<file path="src/rtl/perceptron_trainer.sv">
// Perceptron training stage: applies the perceptron learning rule to the
// weight and bias registers it owns, one weight per cycle, under a
// valid/ready handshake, and keeps a saturating misclassification counter.
module perceptron_trainer #(
  parameter int N_IN   = 7,
  parameter int W      = 8,
  parameter int LR     = 4,
  parameter int W_INIT = 32,
  parameter int CNT_W  = 16
) (
  input  logic                   clk,
  input  logic                   rst_n,
  input  logic                   sample_valid,
  output logic                   sample_ready,
  input  logic [N_IN-1:0]        features,
  input  logic                   label,
  input  logic                   prediction,
  input  logic                   freeze,
  input  logic                   clear_err,
  output logic [N_IN*W-1:0]      weights,
  output logic signed [W-1:0]    bias,
  output logic                   upd_busy,
  output logic                   upd_done,
  output logic [CNT_W-1:0]       err_count
);

  localparam int IDX_W = (N_IN > 1) ? $clog2(N_IN) : 1;
  localparam logic [IDX_W-1:0] IDX_LAST = IDX_W'(N_IN - 1);

  typedef enum logic [1:0] {IDLE, UPDATE, BIAS, DONE} state_t;

  state_t                 state_q, state_d;
  logic [IDX_W-1:0]       idx_q, idx_d;
  logic [N_IN-1:0]        feat_q;
  logic                   label_q;
  logic signed [W-1:0]    w_q [N_IN];
  logic signed [W-1:0]    bias_q;
  logic [CNT_W-1:0]       cnt_q;
  logic                   accept;
  logic                   err;

  // Step a Q2.6 value by +/-LR in W+1 bits, clamping to the signed W-bit range.
  function automatic logic signed [W-1:0] sat_step(input logic signed [W-1:0] a,
                                                   input logic up);
    logic signed [W:0] ext;
    logic signed [W:0] step;
    logic signed [W:0] sum;
    ext  = {a[W-1], a};
    step = (W+1)'(LR);
    sum  = up ? (ext + step) : (ext - step);
    if (sum[W] != sum[W-1])
      sat_step = sum[W] ? {1'b1, {(W-1){1'b0}}} : {1'b0, {(W-1){1'b1}}};
    else
      sat_step = sum[W-1:0];
  endfunction

  // Misclassification is judged on the live inputs at the accept edge.
  assign err = (label != prediction);

  // Next-state and handshake/status decode; prediction and freeze are fully
  // consumed at acceptance, so only features and label need latching.
  always_comb begin
    state_d      = state_q;
    idx_d        = idx_q;
    sample_ready = 1'b0;
    upd_busy     = 1'b0;
    upd_done     = 1'b0;
    accept       = 1'b0;
    case (state_q)
      IDLE: begin
        sample_ready = 1'b1;
        if (sample_valid) begin
          accept  = 1'b1;
          idx_d   = '0;
          state_d = (err && !freeze) ? UPDATE : DONE;
        end
      end
      UPDATE: begin
        upd_busy = 1'b1;
        if (idx_q == IDX_LAST) state_d = BIAS;
        else                   idx_d   = idx_q + 1'b1;
      end
      BIAS: begin
        upd_busy = 1'b1;
        state_d  = DONE;
      end
      DONE: begin
        upd_done = 1'b1;
        state_d  = IDLE;
      end
      default: state_d = IDLE;
    endcase
  end

  // Control state register.
  always_ff @(posedge clk) begin
    if (!rst_n) begin
      state_q <= IDLE;
      idx_q   <= '0;
    end else begin
      state_q <= state_d;
      idx_q   <= idx_d;
    end
  end

  // Latched sample, weight/bias learning updates and the saturating error counter.
  always_ff @(posedge clk) begin
    if (!rst_n) begin
      for (int i = 0; i < N_IN; i++) w_q[i] <= W'(W_INIT);
      bias_q  <= W'(W_INIT);
      cnt_q   <= '0;
      feat_q  <= '0;
      label_q <= 1'b0;
    end else begin
      if (accept) begin
        feat_q  <= features;
        label_q <= label;
      end
      // An update only runs after an error, so label alone gives the direction.
      for (int i = 0; i < N_IN; i++) begin
        if (state_q == UPDATE && idx_q == IDX_W'(i) && feat_q[i])
          w_q[i] <= sat_step(w_q[i], label_q);
      end
      if (state_q == BIAS)
        bias_q <= sat_step(bias_q, label_q);
      if (clear_err)
        cnt_q <= '0;
      else if (accept && err && cnt_q != '1)
        cnt_q <= cnt_q + 1'b1;
    end
  end

  // Pack the weight array for the classifier.
  for (genvar g = 0; g < N_IN; g++) begin : g_pack
    assign weights[g*W +: W] = w_q[g];
  end

  assign bias      = bias_q;
  assign err_count = cnt_q;

endmodule

</file>
<file path="config.mk">
export PLATFORM = sky130hd
export DESIGN_NAME = perceptron_trainer
export DESIGN_NICKNAME = d
export VERILOG_FILES = /design/src/rtl/perceptron_trainer.sv
export SDC_FILE = /design/constraint.sdc
export NUM_CORES = 1
export LEC_CHECK = 0
export ABC_AREA = 0
export ABC_CLOCK_PERIOD_IN_PS = 4200
export CAP_MARGIN = 10
export CORE_UTILIZATION = 24
export DETAILED_ROUTE_END_ITERATION = 6
export PLACE_DENSITY = 0.39
export SKIP_LAST_GASP = 1
export SLEW_MARGIN = 20
export SYNTH_ARGS = -nofsm -noshare
export SYNTH_HDL_FRONTEND = slang
export SYNTH_SLANG_ARGS = --single-unit
</file>
<file path="constraint.sdc">
create_clock -name clk -period 4.2 [get_ports clk]
set_input_delay 0.84 -clock clk [delete_from_list [all_inputs] [get_ports clk]]
set_output_delay 0.84 -clock clk [all_outputs]
set_load 0.005 [all_outputs]
</file>
Word-level counts from Yosys, hierarchy flattened
Memory sizes are Yosys's and may differ from the RTL's.
Index checks and enable logic that the tools add are counted.
- memories kept: 1
- word-level logic and storage cells: 159
- RAM bits: 56
- input port bits: 14
- output and inout port bits: 83
- bits in registers: 37
- memory list (memory ; words ; width ; rd ports ; clocked after Yosys merged registers in ; wr ports ; line ; source):
    w_q ; 7 ; 8 ; 7 ; 0 ; 7 ; 36 ; logic signed [W-1:0] w_q [N_IN];
- equal/unequal tests: 22
- reductions and logical operators: 25
- bitwise logic cells: 8
- add/sub/neg operators: 18
- mux-type cells: 79
- operators by type and width (cell ; number):
    8-bit 2-to-1 mux ; 37
    8-bit by 4-bit adder with 9-bit output (second input constant) ; 8
    9-bit 2-to-1 mux ; 8
    8-bit by 4-bit subtractor with 9-bit output (second input constant) ; 8
    1-bit 2-to-1 mux ; 27
    1-bit logical AND ; 17
    16-bit by 1-bit adder with 16-bit output (second input constant) ; 1
    16-bit != test (second input constant) ; 1
    3-bit == test (second input constant) ; 3
    1-bit != test ; 9
    2-bit case mux with 4 select lines ; 1
    1-bit OR ; 7
    3-bit by 2-bit == test with 1-bit output (second input constant) ; 2
    2-bit 2-to-1 mux ; 3
    3-bit 2-to-1 mux ; 2
    3-bit case mux with 2 select lines ; 1
    2-bit == test (second input constant) ; 2
    2-bit != test (second input constant) ; 2
    2-bit OR reduction ; 2
    3-bit by 1-bit adder with 3-bit output (second input constant) ; 1
    3-bit by 1-bit == test with 1-bit output (second input constant) ; 1
    3-bit logical NOT ; 1
    3-bit AND reduction ; 1
    2-bit by 1-bit == test with 1-bit output (second input constant) ; 1
    6 further kinds ; 6

Depth between registers and ports, before layout
Gate-level depths: netlist of the first run.
- word-level depth: 7
- mapped depth: 11
- depth with buffers taken out: 11

Worst setup path after synthesis of the first run
No wires, ideal clock.
- path type: flip-flop to flip-flop
- from: register label_q
- to: memory w_q[3][2], data pin
- required time: 3917 ps
- stages on the path, launching flop included: 10
- clock period less this slack: 3609 ps
- path buffers: 0
- slack: 591 ps
- setup time: 283 ps
- arrival: 3326 ps
- cell sequence: dfxtp_1 inv_1 ha_1 a21oi_1 o21bai_1 a211oi_1 nor2_1 ha_1 a2111oi_0 nor3_1
- RTL lines (item ; line ; source):
    from (decl) ; 35 ; logic label_q;
    from (signal assigned) ; 117 ; label_q <= label;
    to (decl) ; 36 ;

==> results.yml, run 1 <==
outcome:
  outcome: "complete, no violations"
routing:
  drt_pass1_iterations: 4
  drcViolationCount: 0
  via_count: 5193
  drt.antenna.violating_nets: 0
  drt_iter0_drc: 237
  routedWlPerCell_um: 15.2
  drt_wl_total_um: 16000
  via_per_inst: 4.93
finish:
  layout_commonest_cell: "sky130_fd_sc_hd__clkdlybuf4s50_1"
  final_layout_size_suffix_gt1_share_pct: 4.36
  final_area_um2: 7410
  insertedDiodeCount: 0
  multi_input_comb_area_um2: 3410
  layout.cells.most_common_list: "96 x sky130_fd_sc_hd__clkdlybuf4s50_1, 69 x sky130_fd_sc_hd__a21oi_1, 61 x sky130_fd_sc_hd__nand2_1, 58 x sky130_fd_sc_hd__ha_1, 49 x sky130_fd_sc_hd__edfxtp_1"
  register_area_um2: 2190
  syn2layout_area_growth_pct: 25.9
  n_fill_cell: 2456
  final_net_count: 809
clock_network:
  cts_buffers: 9
  cts-root-to-sink-buffers: 2
  insertion_delay_ns: 0.34
  cts.sinks: 85
  post_cts.repair.setup_buffers: 0
  path_clk_slew_ns: 0.06
  clockRootBuffer: "sky130_fd_sc_hd__clkbuf_16"
  htree_num_levels: 3
  ctsResizeCount: 0
  tritoncts_clock_tree: "built"
  cts.hold.buffers_added: 0
timing:
  rsz0062_at_grt: "no"
  max_slew_vio_count: 0
  setup_viol_count_final: 0
  clock_skew_ns: 0.00847
  fin_ws_ns: 0.477
  fin_setup_tns_ns: 0
  layout_min_cycle_time_ns: 3.72
  timing.final.hold_violations: 0
  fmaxAchievable_mhz: 269
  slew-limit-headroom_pct: 36.5
  worst_pin_slew_ns: 0.928
  final_min_period_over_clock_period_pct: 88.6
power_and_ir_drop:
  switching_power_mw: 1.45
  power_report.internal_total_mw: 2.15
  swShare_pct: 40.3
  vdd_ir_drop_max_mv: 0.175
  p_clk_share_pct: 21.1
  power_per_cell_area_nw_per_um2: 487
  total_power_mw: 3.61
  leakage_component_of_the_power_nw: 2.65
  comb_power_share_pct: 48.9
  p_seq_share_pct: 30.0
synth:
  synth_top_family_by_area: "compound AO/OA/AOI/OAI gates"
  synth_area_in_xor_xnor_pct: 2.95
  postSynthAreaPerCell_um2: 9.13
  yosysTopAreaCellShare_pct: 25.0
  postSynthCellCount: 645
  synthAdderAreaFrac_pct: 15.1
  synthesis.nets: 725
  synthDominantAreaCellType: "sky130_fd_sc_hd__edfxtp_1"
  synth_edf_count: 49
  yosysWarningCount: 0
  mappedNetlistArea_um2: 5890
  synth.area.mux_share_pct: 0.340
  yosysSeqAreaShare_pct: 37.2
  synth.lib_cells_used.distinct: 53
  ys_top_cells_by_area: "sky130_fd_sc_hd__edfxtp_1 25%, sky130_fd_sc_hd__ha_1 12%, sky130_fd_sc_hd__dfxtp_1 12%, sky130_fd_sc_hd__a21oi_1 5.9%, sky130_fd_sc_hd__nand2_1 3.9%"
  postSynth.asyncResetShare_pct: 0
  ys_ff_latch: 85
  fraction_of_the_mapped_netlist_area_in_compound_gates_pct: 20.6
  ys.flop_type: "sky130_fd_sc_hd__edfxtp_1"
  synth_simple_gate_area_share_pct: 18.8
critical_path:
  worstSetupStartpointType: "flip-flop"
  critPathArrivalTime_ns: 3.78
  r2r-end: "w_q[3][4]"
  reg2reg_setup_slack_ns: 0.48
  worst_setup_path_startpoint: "label_q"
  cp-endpoint: "w_q[3][4]"
  path_class: "reg2reg"
  rr_startpoint: "label_q"
  reg2reg_depth: 9
  crit_fanout: 37
  worst-endpoint-required_ns: 4.25
  critical_path.endpoint_type: "flip-flop"
flow_run:
  cap_violations: 0
floorplanning:
  std_cell_rows: 56
  area_enclosed_by_the_die_boundary_um2: 25200
  initial_utilization_pct: 24.8
  chipHeight_um: 159
  coreArea_um2: 23800
  die_x_um: 159
  io-pin-count: 97
global_route:
  globalRouteMet2Util_pct: 22.4
  first_global_vias: 5171
  globalRouteTotalUtil_pct: 13.3
  gr_peak_layer: "met2"
  grt_util_met3_pct: 2.26
  grt_max_degree: 38
  antenna_found_initial: 0
  first_pass_grt_wire_length_um: 26100
  gr_util_met1_pct: 17.0
  grt_overflow_total: 0
placement:
  detailed_place.area_um2: 7140
  port_buffers: 96
  hpwlAfterDp_um: 12100
  place.gp.congestion: 0.852
  preCtsSetupSlack_ns: 0.451
min_path:
  hold_path_class: "reg2reg"
==> Yosys cell counts, types with 6 or more instances <==
master                     number
sky130_fd_sc_hd__a21oi_1       69
sky130_fd_sc_hd__nand2_1       61
sky130_fd_sc_hd__ha_1          58
sky130_fd_sc_hd__edfxtp_1      49
sky130_fd_sc_hd__inv_1         43
sky130_fd_sc_hd__o21ai_0       39
sky130_fd_sc_hd__dfxtp_1       36
sky130_fd_sc_hd__nor2_1        32
sky130_fd_sc_hd__nor3_1        20
sky130_fd_sc_hd__clkbuf_1      15
sky130_fd_sc_hd__nand3_1       15
sky130_fd_sc_hd__nand4_1       14
sky130_fd_sc_hd__xnor2_1       12
sky130_fd_sc_hd__a211oi_1      11
sky130_fd_sc_hd__nand2b_1      11
sky130_fd_sc_hd__o31ai_1       11
sky130_fd_sc_hd__a21o_1         9
sky130_fd_sc_hd__a31oi_1        9
sky130_fd_sc_hd__buf_4          8
sky130_fd_sc_hd__fa_1           8
sky130_fd_sc_hd__o211ai_1       8
sky130_fd_sc_hd__or4_1          8
sky130_fd_sc_hd__a21boi_0       6
sky130_fd_sc_hd__and4_1         6
sky130_fd_sc_hd__o21a_1         6
sky130_fd_sc_hd__or4b_2         6
sky130_fd_sc_hd__xor2_1         6
==> layout make-up <==
cell class                      count  area share (%)
Multi-Input combinational cell    491            46.0
Sequential cell                    85            29.6
Timing Repair Buffer               99            13.3
Tap cell                          319            5.39
Clock buffer                       14            3.43
Inverter                           43            2.18
Clock inverter                      2           0.135
==> flip-flops by register name, summed over array words and instances, names as in the netlist <==
| signal | cells |
|---|---|
| bias | 7 |
| label_q | 1 |
| w_q | 49 |
| idx_q | 3 |
| err_count | 16 |
| feat_q | 7 |
| state_q | 2 |
==> kinds of logic after synthesis <==
group / count (synthesis)
buf+inv: 69
xor+xnor: 19
compound gates: 195
mux: 2
flops: 85
fa+ha+maj: 66
simple gates: 209
==> power by group through the flow <==
stage          logic [mW]  registers, mW  clock network (mW)
2_1_floorplan        1.23           1.08                   0
3_3_place_gp         1.73           1.10                   0
3_5_place_dp         1.74           1.10                   0
4_1_cts              1.76           1.09               0.796
5_1_grt              1.99           1.10               0.815
6_report             1.77           1.08               0.760
==> worst min-delay path by stage <==
stage,startpoint,cells past startpoint,to,slack [ns]
after global routing,feat_q[0],2,feat_q[0],0.48
after CTS,feat_q[6],2,feat_q[6],0.46
after floorplan,feat_q[0],2,feat_q[0],0.44
final,feat_q[6],2,feat_q[6],0.46
after detailed placement,feat_q[6],2,feat_q[6],0.45
after global placement,feat_q[1],2,feat_q[1],0.44
==> stage by stage <==
step                utilization, %  std cells  hold WS, ns
global placement              30.1       1037        0.444
floorplan                        -        645        0.436
detailed placement            30.1       1037        0.450
global route                  31.2       1053        0.484
CTS                           31.2       1053        0.459
finish                        31.2       1053        0.459
==> worst max-delay path: stages, from the launching register on <==
cell and delay (ns):
sky130_fd_sc_hd__dfxtp_1 0.31, sky130_fd_sc_hd__inv_2 0.56, sky130_fd_sc_hd__ha_1 0.40, sky130_fd_sc_hd__a21oi_1 0.16
sky130_fd_sc_hd__o21bai_1 0.12, sky130_fd_sc_hd__a211oi_1 0.47, sky130_fd_sc_hd__nor2_1 0.10, sky130_fd_sc_hd__ha_1 0.37
sky130_fd_sc_hd__a2111oi_0 0.81, sky130_fd_sc_hd__nor3_1 0.12
==> metal layers <==
layer  routed length, um  part of all wire [%]  up-vias
met3                 655                   4.1       18
met1                7560                    47     2475
met2                7600                    47      119
met5                   0                     0        -
li1                    -                     -     2581
met4                 218                   1.4        0
Note: power is estimated with default switching activity, not from simulation.
==> inputs of run 2 (changes only) <==
--- a/config.mk
+++ b/config.mk
@@ -8,6 +8,8 @@
 export ABC_AREA = 0
 export ABC_CLOCK_PERIOD_IN_PS = 4200
 export CAP_MARGIN = 10
+export CORE_ASPECT_RATIO = 1.5
+export CORE_MARGIN = 4
 export CORE_UTILIZATION = 24
 export DETAILED_ROUTE_END_ITERATION = 6
 export PLACE_DENSITY = 0.39
==> run 2 against run 1 <==
  * Cell area grew 1.1%
  * Fmax grew 10%
  * Critical path depth grew 1
  * Count of clock-buffer cells in the layout shrank 3
  * Non-clock buffer count grew 2
  * Via count grew 0.94%
  * Sequential share of layout area shrank 0.33 points
  * Routed wire length grew 6.8%
  * Clock power grew 22%
  * Register-to-register slack gained 0.34 ns
  * Critical endpoint is now w_q[6][4]
  * Largest power group unchanged
==> results.yml, run 2 (synthesis gave the netlist of run 1 again) <==
outcome:
  outcome: "complete, no violations"
clock_network:
  insertion_delay_ns: 0.35
  post_cts.repair.setup_buffers: 0
  path_clk_slew_ns: 0.07
  cts.sinks: 85
  htree_num_levels: 3
  cts.hold.buffers_added: 0
  ctsResizeCount: 0
  cts-root-to-sink-buffers: 2
  cts_buffers: 9
  clockRootBuffer: "sky130_fd_sc_hd__clkbuf_16"
  tritoncts_clock_tree: "built"
critical_path:
  worst_path_max_delay_cell: "sky130_fd_sc_hd__or4b_2"
  worst_setup_path_startpoint: "label_q"
  cp.depth: 10
  worst-endpoint-required_ns: 4.26
  rr_startpoint: "label_q"
  worstSetupStartpointType: "flip-flop"
  critical_path.endpoint_type: "flip-flop"
  cp-endpoint: "w_q[6][4]"
  critPathArrivalTime_ns: 3.45
  worst_path_largest_cell_delay_ns: 0.62
  crit_fanout: 20
  crit_path_cell_trace: "inv_2, buf_4, ha_1, a21o_1, a21oi_1, or4b_2, nand3_1, ha_1, a2111oi_0, a2111oi_0"
  critical_path.n_buffers_inverters: 2
  reg2reg_setup_slack_ns: 0.82
  path_delay_family: "compound AO/OA/AOI/OAI gates"
  path_class: "reg2reg"
  r2r-end: "w_q[6][4]"
  reg2reg_depth: 10
global_route:
  grt_max_degree: 21
  grt_overflow_total: 0
  antenna_found_initial: 0
  globalRouteTotalUtil_pct: 12.6
  first_global_vias: 5364
  first_pass_grt_wire_length_um: 27100
floorplanning:
  coreArea_um2: 23900
  initial_utilization_pct: 24.6
  die_x_um: 136
  io-pin-count: 97
  area_enclosed_by_the_die_boundary_um2: 27100
  std_cell_rows: 69
  chipHeight_um: 200
finish:
  final_net_count: 811
  syn2layout_area_growth_pct: 27.3
  final_layout_size_suffix_gt1_share_pct: 4.76
  flip_flop_count_of_the_largest_register_all_copies_and_words_added: 49
  insertedDiodeCount: 0
  layout.cells.most_common_list: "96 x sky130_fd_sc_hd__clkdlybuf4s50_1, 69 x sky130_fd_sc_hd__a21oi_1, 61 x sky130_fd_sc_hd__nand2_1, 58 x sky130_fd_sc_hd__ha_1, 49 x sky130_fd_sc_hd__edfxtp_1"
  largest-register: "w_q"
  layout_commonest_cell: "sky130_fd_sc_hd__clkdlybuf4s50_1"
  final_area_um2: 7490
placement:
  detailed_place.area_um2: 7150
  place.gp.congestion: 0.807
  port_buffers: 96
  hpwlAfterDp_um: 13200
min_path:
  hold_path_class: "reg2reg"
power_and_ir_drop:
  power_per_cell_area_nw_per_um2: 503
  total_power_mw: 3.77
  leakage_component_of_the_power_nw: 2.69
  vdd_ir_drop_max_mv: 0.213
timing:
  layout_min_cycle_time_ns: 3.38
  slew-limit-headroom_pct: 45.3
  fin_setup_tns_ns: 0
  final_min_period_over_clock_period_pct: 80.6
  rsz0062_at_grt: "no"
  clock_skew_ns: 0.00668
  max_slew_vio_count: 0
  worst_pin_slew_ns: 0.800
  fmaxAchievable_mhz: 296
  timing.final.hold_violations: 0
  setup_viol_count_final: 0
routing:
  routedWlPerCell_um: 16.2
  via_per_inst: 4.97
  drt_wl_total_um: 17100
  drcViolationCount: 0
  drt_pass1_iterations: 4
  drt.antenna.violating_nets: 0
  drt_iter0_drc: 171
  via_count: 5242
flow_run:
  cap_violations: 0
## run 2: cell type report
class	count	area (um^2)
multi-input combinational	491	3410
fill	2531	16400
timing repair buffer	101	998
clock buffer	11	233
sequential	85	2190
clock inverter	5	98.8
tap	319	399
inverter	43	161
## run 2: tightest hold or removal path, cell delays in order, from the launching register on
cell and delay, ns:
sky130_fd_sc_hd__dfxtp_1 0.31, sky130_fd_sc_hd__nand2_1 0.05, sky130_fd_sc_hd__a21oi_1 0.05
## run 2: through the flow
stage	setup slack, ns	hold slack [ns]	instances	util (%)
after detailed placement	0.797	0.450	1039	29.9
final	0.816	0.457	1055	31.3
after global placement	0.914	0.445	1039	29.9
after CTS	0.787	0.460	1055	31.3
after global routing	0.523	0.486	1055	31.3
after floorplan	0.591	0.436	645	-
## run 2: report_power, final
group | switching, mW | leakage [nW] | internal (mW)
sequential | 0.0920 | 0.775 | 0.992
clock | 0.350 | 0.161 | 0.579
combinational | 1.01 | 1.75 | 0.745
total | 1.45 | 2.69 | 2.32
## run 2: worst min path at each step
stage | end | cells past startpoint | slack (ns) | from
floorplan | feat_q[0] | 2 | 0.44 | feat_q[0]
global placement | feat_q[6] | 2 | 0.44 | feat_q[6]
detailed placement | feat_q[1] | 2 | 0.45 | feat_q[1]
CTS | feat_q[1] | 2 | 0.46 | feat_q[1]
global route | feat_q[0] | 2 | 0.49 | feat_q[0]
finish | feat_q[1] | 2 | 0.46 | feat_q[1]
## run 2: layer usage
layer	share of wire, %	track usage [%]	up-vias
li1	-	-	2582
met1	42	14.0	2523
met2	52	23.3	112
met3	3.7	2.86	25
met4	2.7	5.01	0
met5	0	0	-
==> inputs of run 3 (changes only) <==
--- a/config.mk
+++ b/config.mk
@@ -6,13 +6,13 @@
 export NUM_CORES = 1
 export LEC_CHECK = 0
 export ABC_AREA = 0
-export ABC_CLOCK_PERIOD_IN_PS = 4200
+export ABC_CLOCK_PERIOD_IN_PS = 2750
 export CAP_MARGIN = 10
 export CORE_ASPECT_RATIO = 1.5
 export CORE_MARGIN = 4
 export CORE_UTILIZATION = 24
 export DETAILED_ROUTE_END_ITERATION = 6
-export PLACE_DENSITY = 0.39
+export PLACE_DENSITY = 0.41
 export SKIP_LAST_GASP = 1
 export SLEW_MARGIN = 20
 export SYNTH_ARGS = -nofsm -noshare
==> constraint.sdc (replaced) <==
create_clock -name clk -period 2.75 [get_ports clk]
set_input_delay 0.55 -clock clk [delete_from_list [all_inputs] [get_ports clk]]
set_output_delay 0.55 -clock clk [all_outputs]
set_load 0.005 [all_outputs]
==> run 3 against run 2 <==
  * The flow now finishes with violations (setup timing)
  * Worst setup slack worse by 0.89 ns
  * Sequential cell count stayed put
  * Clock skew is 0.0023 ns higher
  * Fmax is 20% higher
  * Worst hold slack better by 0.0014 ns
  * Cell area is 9.9% higher
  * Total power is 71% higher
  * Largest power group unchanged
  * Highest routed layer unchanged
  * Sequential share of layout area is 2.6 points lower
  * Non-clock buffer count is 56 higher
==> results.yml, run 3 (synthesis gave the netlist of run 1 again) <==
global_route:
  first_pass_grt_wire_length_um: 28000
  grt_max_degree: 34
  grt_overflow_total: 0
  globalRouteTotalUtil_pct: 13.0
  first_global_vias: 5602
  antenna_found_initial: 0
routing:
  drt.antenna.violating_nets: 0
  routedWlPerCell_um: 15.8
  drt_pass1_iterations: 4
  via_count: 5420
  drt_wl_total_um: 17600
  drcViolationCount: 0
  via_per_inst: 4.88
  drt_iter0_drc: 166
placement:
  place.gp.congestion: 0.837
  preCtsSetupSlack_ns: -0.118
  detailed_place.area_um2: 7720
  port_buffers: 96
  hpwlAfterDp_um: 13800
critical_path:
  worst-endpoint-required_ns: 2.83
  critical_path.n_buffers_inverters: 4
  worstSetupStartpointType: "flip-flop"
  crit_top_cell: "sky130_fd_sc_hd__ha_1"
  reg2reg_depth: 11
  r2r-end: "w_q[2][6]"
  critical_path.endpoint_type: "flip-flop"
  crit_fanout: 14
  path_class: "reg2reg"
  crit_path_cell_trace: "clkinvlp_4, buf_12, buf_4, ha_1, inv_1, or4b_2, o2111ai_1, ha_1, o21a_1, o31ai_1, a21oi_1"
  critPathArrivalTime_ns: 2.91
  rr_startpoint: "label_q"
  worst_path_largest_cell_delay_ns: 0.65
  path_delay_family: "simple AND/OR/NAND/NOR gates"
  worst_path_max_delay_cell: "sky130_fd_sc_hd__or4b_2"
  reg2reg_setup_slack_ns: -0.08
clock_network:
  clockRootBuffer: "sky130_fd_sc_hd__clkbuf_16"
  insertion_delay_ns: 0.35
  cts.sinks: 85
  cts_buffers: 9
  cts-root-to-sink-buffers: 2
  tritoncts_clock_tree: "built"
  path_clk_slew_ns: 0.07
  htree_num_levels: 3
timing:
  timing.final.hold_violations: 0
  fmaxAchievable_mhz: 354
  final_min_period_over_clock_period_pct: 103
  layout_min_cycle_time_ns: 2.83
  setup_viol_count_final: 17
  worst_pin_slew_ns: 0.690
  max_slew_vio_count: 0
  fin_ws_ns: -0.0767
  rsz0062_at_grt: "yes"
  clock_skew_ns: 0.00898
  slew-limit-headroom_pct: 54.0
power_and_ir_drop:
  comb_power_share_pct: 55.9
  power_per_cell_area_nw_per_um2: 785
  power_report.internal_total_mw: 3.85
  leakage_component_of_the_power_nw: 2.98
  p_seq_share_pct: 25.8
  swShare_pct: 40.4
  p_clk_share_pct: 18.3
  switching_power_mw: 2.61
  vdd_ir_drop_max_mv: 0.387
floorplanning:
  area_enclosed_by_the_die_boundary_um2: 27100
  std_cell_rows: 69
  die_x_um: 136
  coreArea_um2: 23900
  initial_utilization_pct: 24.6
  chipHeight_um: 200
  io-pin-count: 97
min_path:
  hold_path_class: "reg2reg"
  worst_hold_startpoint: "feat_q[2]"
  min_delay_worst_endpoint: "feat_q[2]"
  worst_hold_path.num_cells: 2
flow_run:
  cap_violations: 0
finish:
  layout_commonest_cell: "sky130_fd_sc_hd__clkdlybuf4s50_1"
  syn2layout_area_growth_pct: 39.9
  largest-register: "w_q"
  final_layout_size_suffix_gt1_share_pct: 19.2
  flip_flop_count_of_the_largest_register_all_copies_and_words_added: 49
  n_fill_cell: 2445
  final_net_count: 867
  final_area_um2: 8230
  insertedDiodeCount: 0
  layout.cells.most_common_list: "96 x sky130_fd_sc_hd__clkdlybuf4s50_1, 58 x sky130_fd_sc_hd__buf_4, 56 x sky130_fd_sc_hd__nand2_1, 55 x sky130_fd_sc_hd__a21oi_1, 51 x sky130_fd_sc_hd__ha_1"
outcome:
  outcome: "complete, but fails checks"
  violations_in_the_final_reports: "setup timing"
[run 3: cell types whose count changed in the layout (fill, tap and decap cells not counted), sizes merged]
cell	delta
buf	+56
clkbuf	-2
clkinvlp	+2
bufinv	-3
inv	+3
[run 3: power groups by stage]
stage          Combinational [mW]  Sequential, mW  Clock [mW]
4_1_cts                      3.45            1.67        1.24
5_1_grt                      4.00            1.69        1.28
6_report                     3.61            1.66        1.18
2_1_floorplan                2.16            1.65           0
3_5_place_dp                 3.35            1.70           0
3_3_place_gp                 3.32            1.69           0
[run 3: how the worst max path moves through the flow]
stage	from	to	slack (ns)	cells past startpoint
floorplan	label_q	w_q[0][2]	-0.52	10
global route	label_q	w_q[1][3]	-0.20	11
global placement	label_q	w_q[0][6]	-0.05	11
finish	label_q	w_q[2][6]	-0.08	11
detailed placement	label_q	w_q[1][3]	-0.12	10
CTS	label_q	w_q[2][6]	-0.07	11
[run 3: per-stage QoR]
step	utilization, %	hold slack (ns)	std cells	total power, mW	TNS [ns]
floorplan	-	0.436	645	3.82	-21.55
global placement	32.3	0.444	1090	5.01	-0.405
CTS	33.8	0.461	1106	6.36	-0.585
finish	34.4	0.459	1111	6.46	-0.591
detailed placement	32.3	0.451	1090	5.05	-1.52
global route	34.4	0.477	1111	6.98	-4.20
[run 3: worst reg2reg max path, stage by stage (launching register included)]
cell and delay [ns]:
sky130_fd_sc_hd__dfxtp_2 0.35, sky130_fd_sc_hd__clkinvlp_4 0.15, sky130_fd_sc_hd__buf_12 0.19, sky130_fd_sc_hd__buf_4 0.14, sky130_fd_sc_hd__ha_1 0.28, sky130_fd_sc_hd__inv_1 0.05, sky130_fd_sc_hd__or4b_2 0.65, sky130_fd_sc_hd__o2111ai_1 0.11
sky130_fd_sc_hd__ha_1 0.31, sky130_fd_sc_hd__o21a_1 0.13, sky130_fd_sc_hd__o31ai_1 0.08, sky130_fd_sc_hd__a21oi_1 0.12
[run 3: routing by layer]
| metal | track usage [%] | share of wire, % | vias up |
|---|---|---|---|
| met2 | 25.2 | 54 | 108 |
| met1 | 14.2 | 40 | 2588 |
| met4 | 4.59 | 1.8 | 0 |
| met3 | 1.93 | 3.7 | 18 |
| met5 | 0 | 0 | - |
| li1 | - | - | 2706 |
[run 3: cell type report]
cell class / instances / area (um^2) / share of cell area (%)
clock buffer: 9 / 225 / 2.74
clock inverter: 7 / 57.6 / 0.699
inverter: 43 / 168 / 2.04
multi-input combinational: 491 / 3740 / 45.4
sequential: 85 / 2190 / 26.6
tap: 319 / 399 / 4.85
timing repair buffer: 157 / 1450 / 17.6
[run 3: timing repair]
action | in CTS | in global routing
endpoints found under the setup margin | 36 | 43
hold buffers | 0 | 0
buffers inserted | 0 | 5
gates resized for setup | 18 | 35
pin swaps | 5 | 8
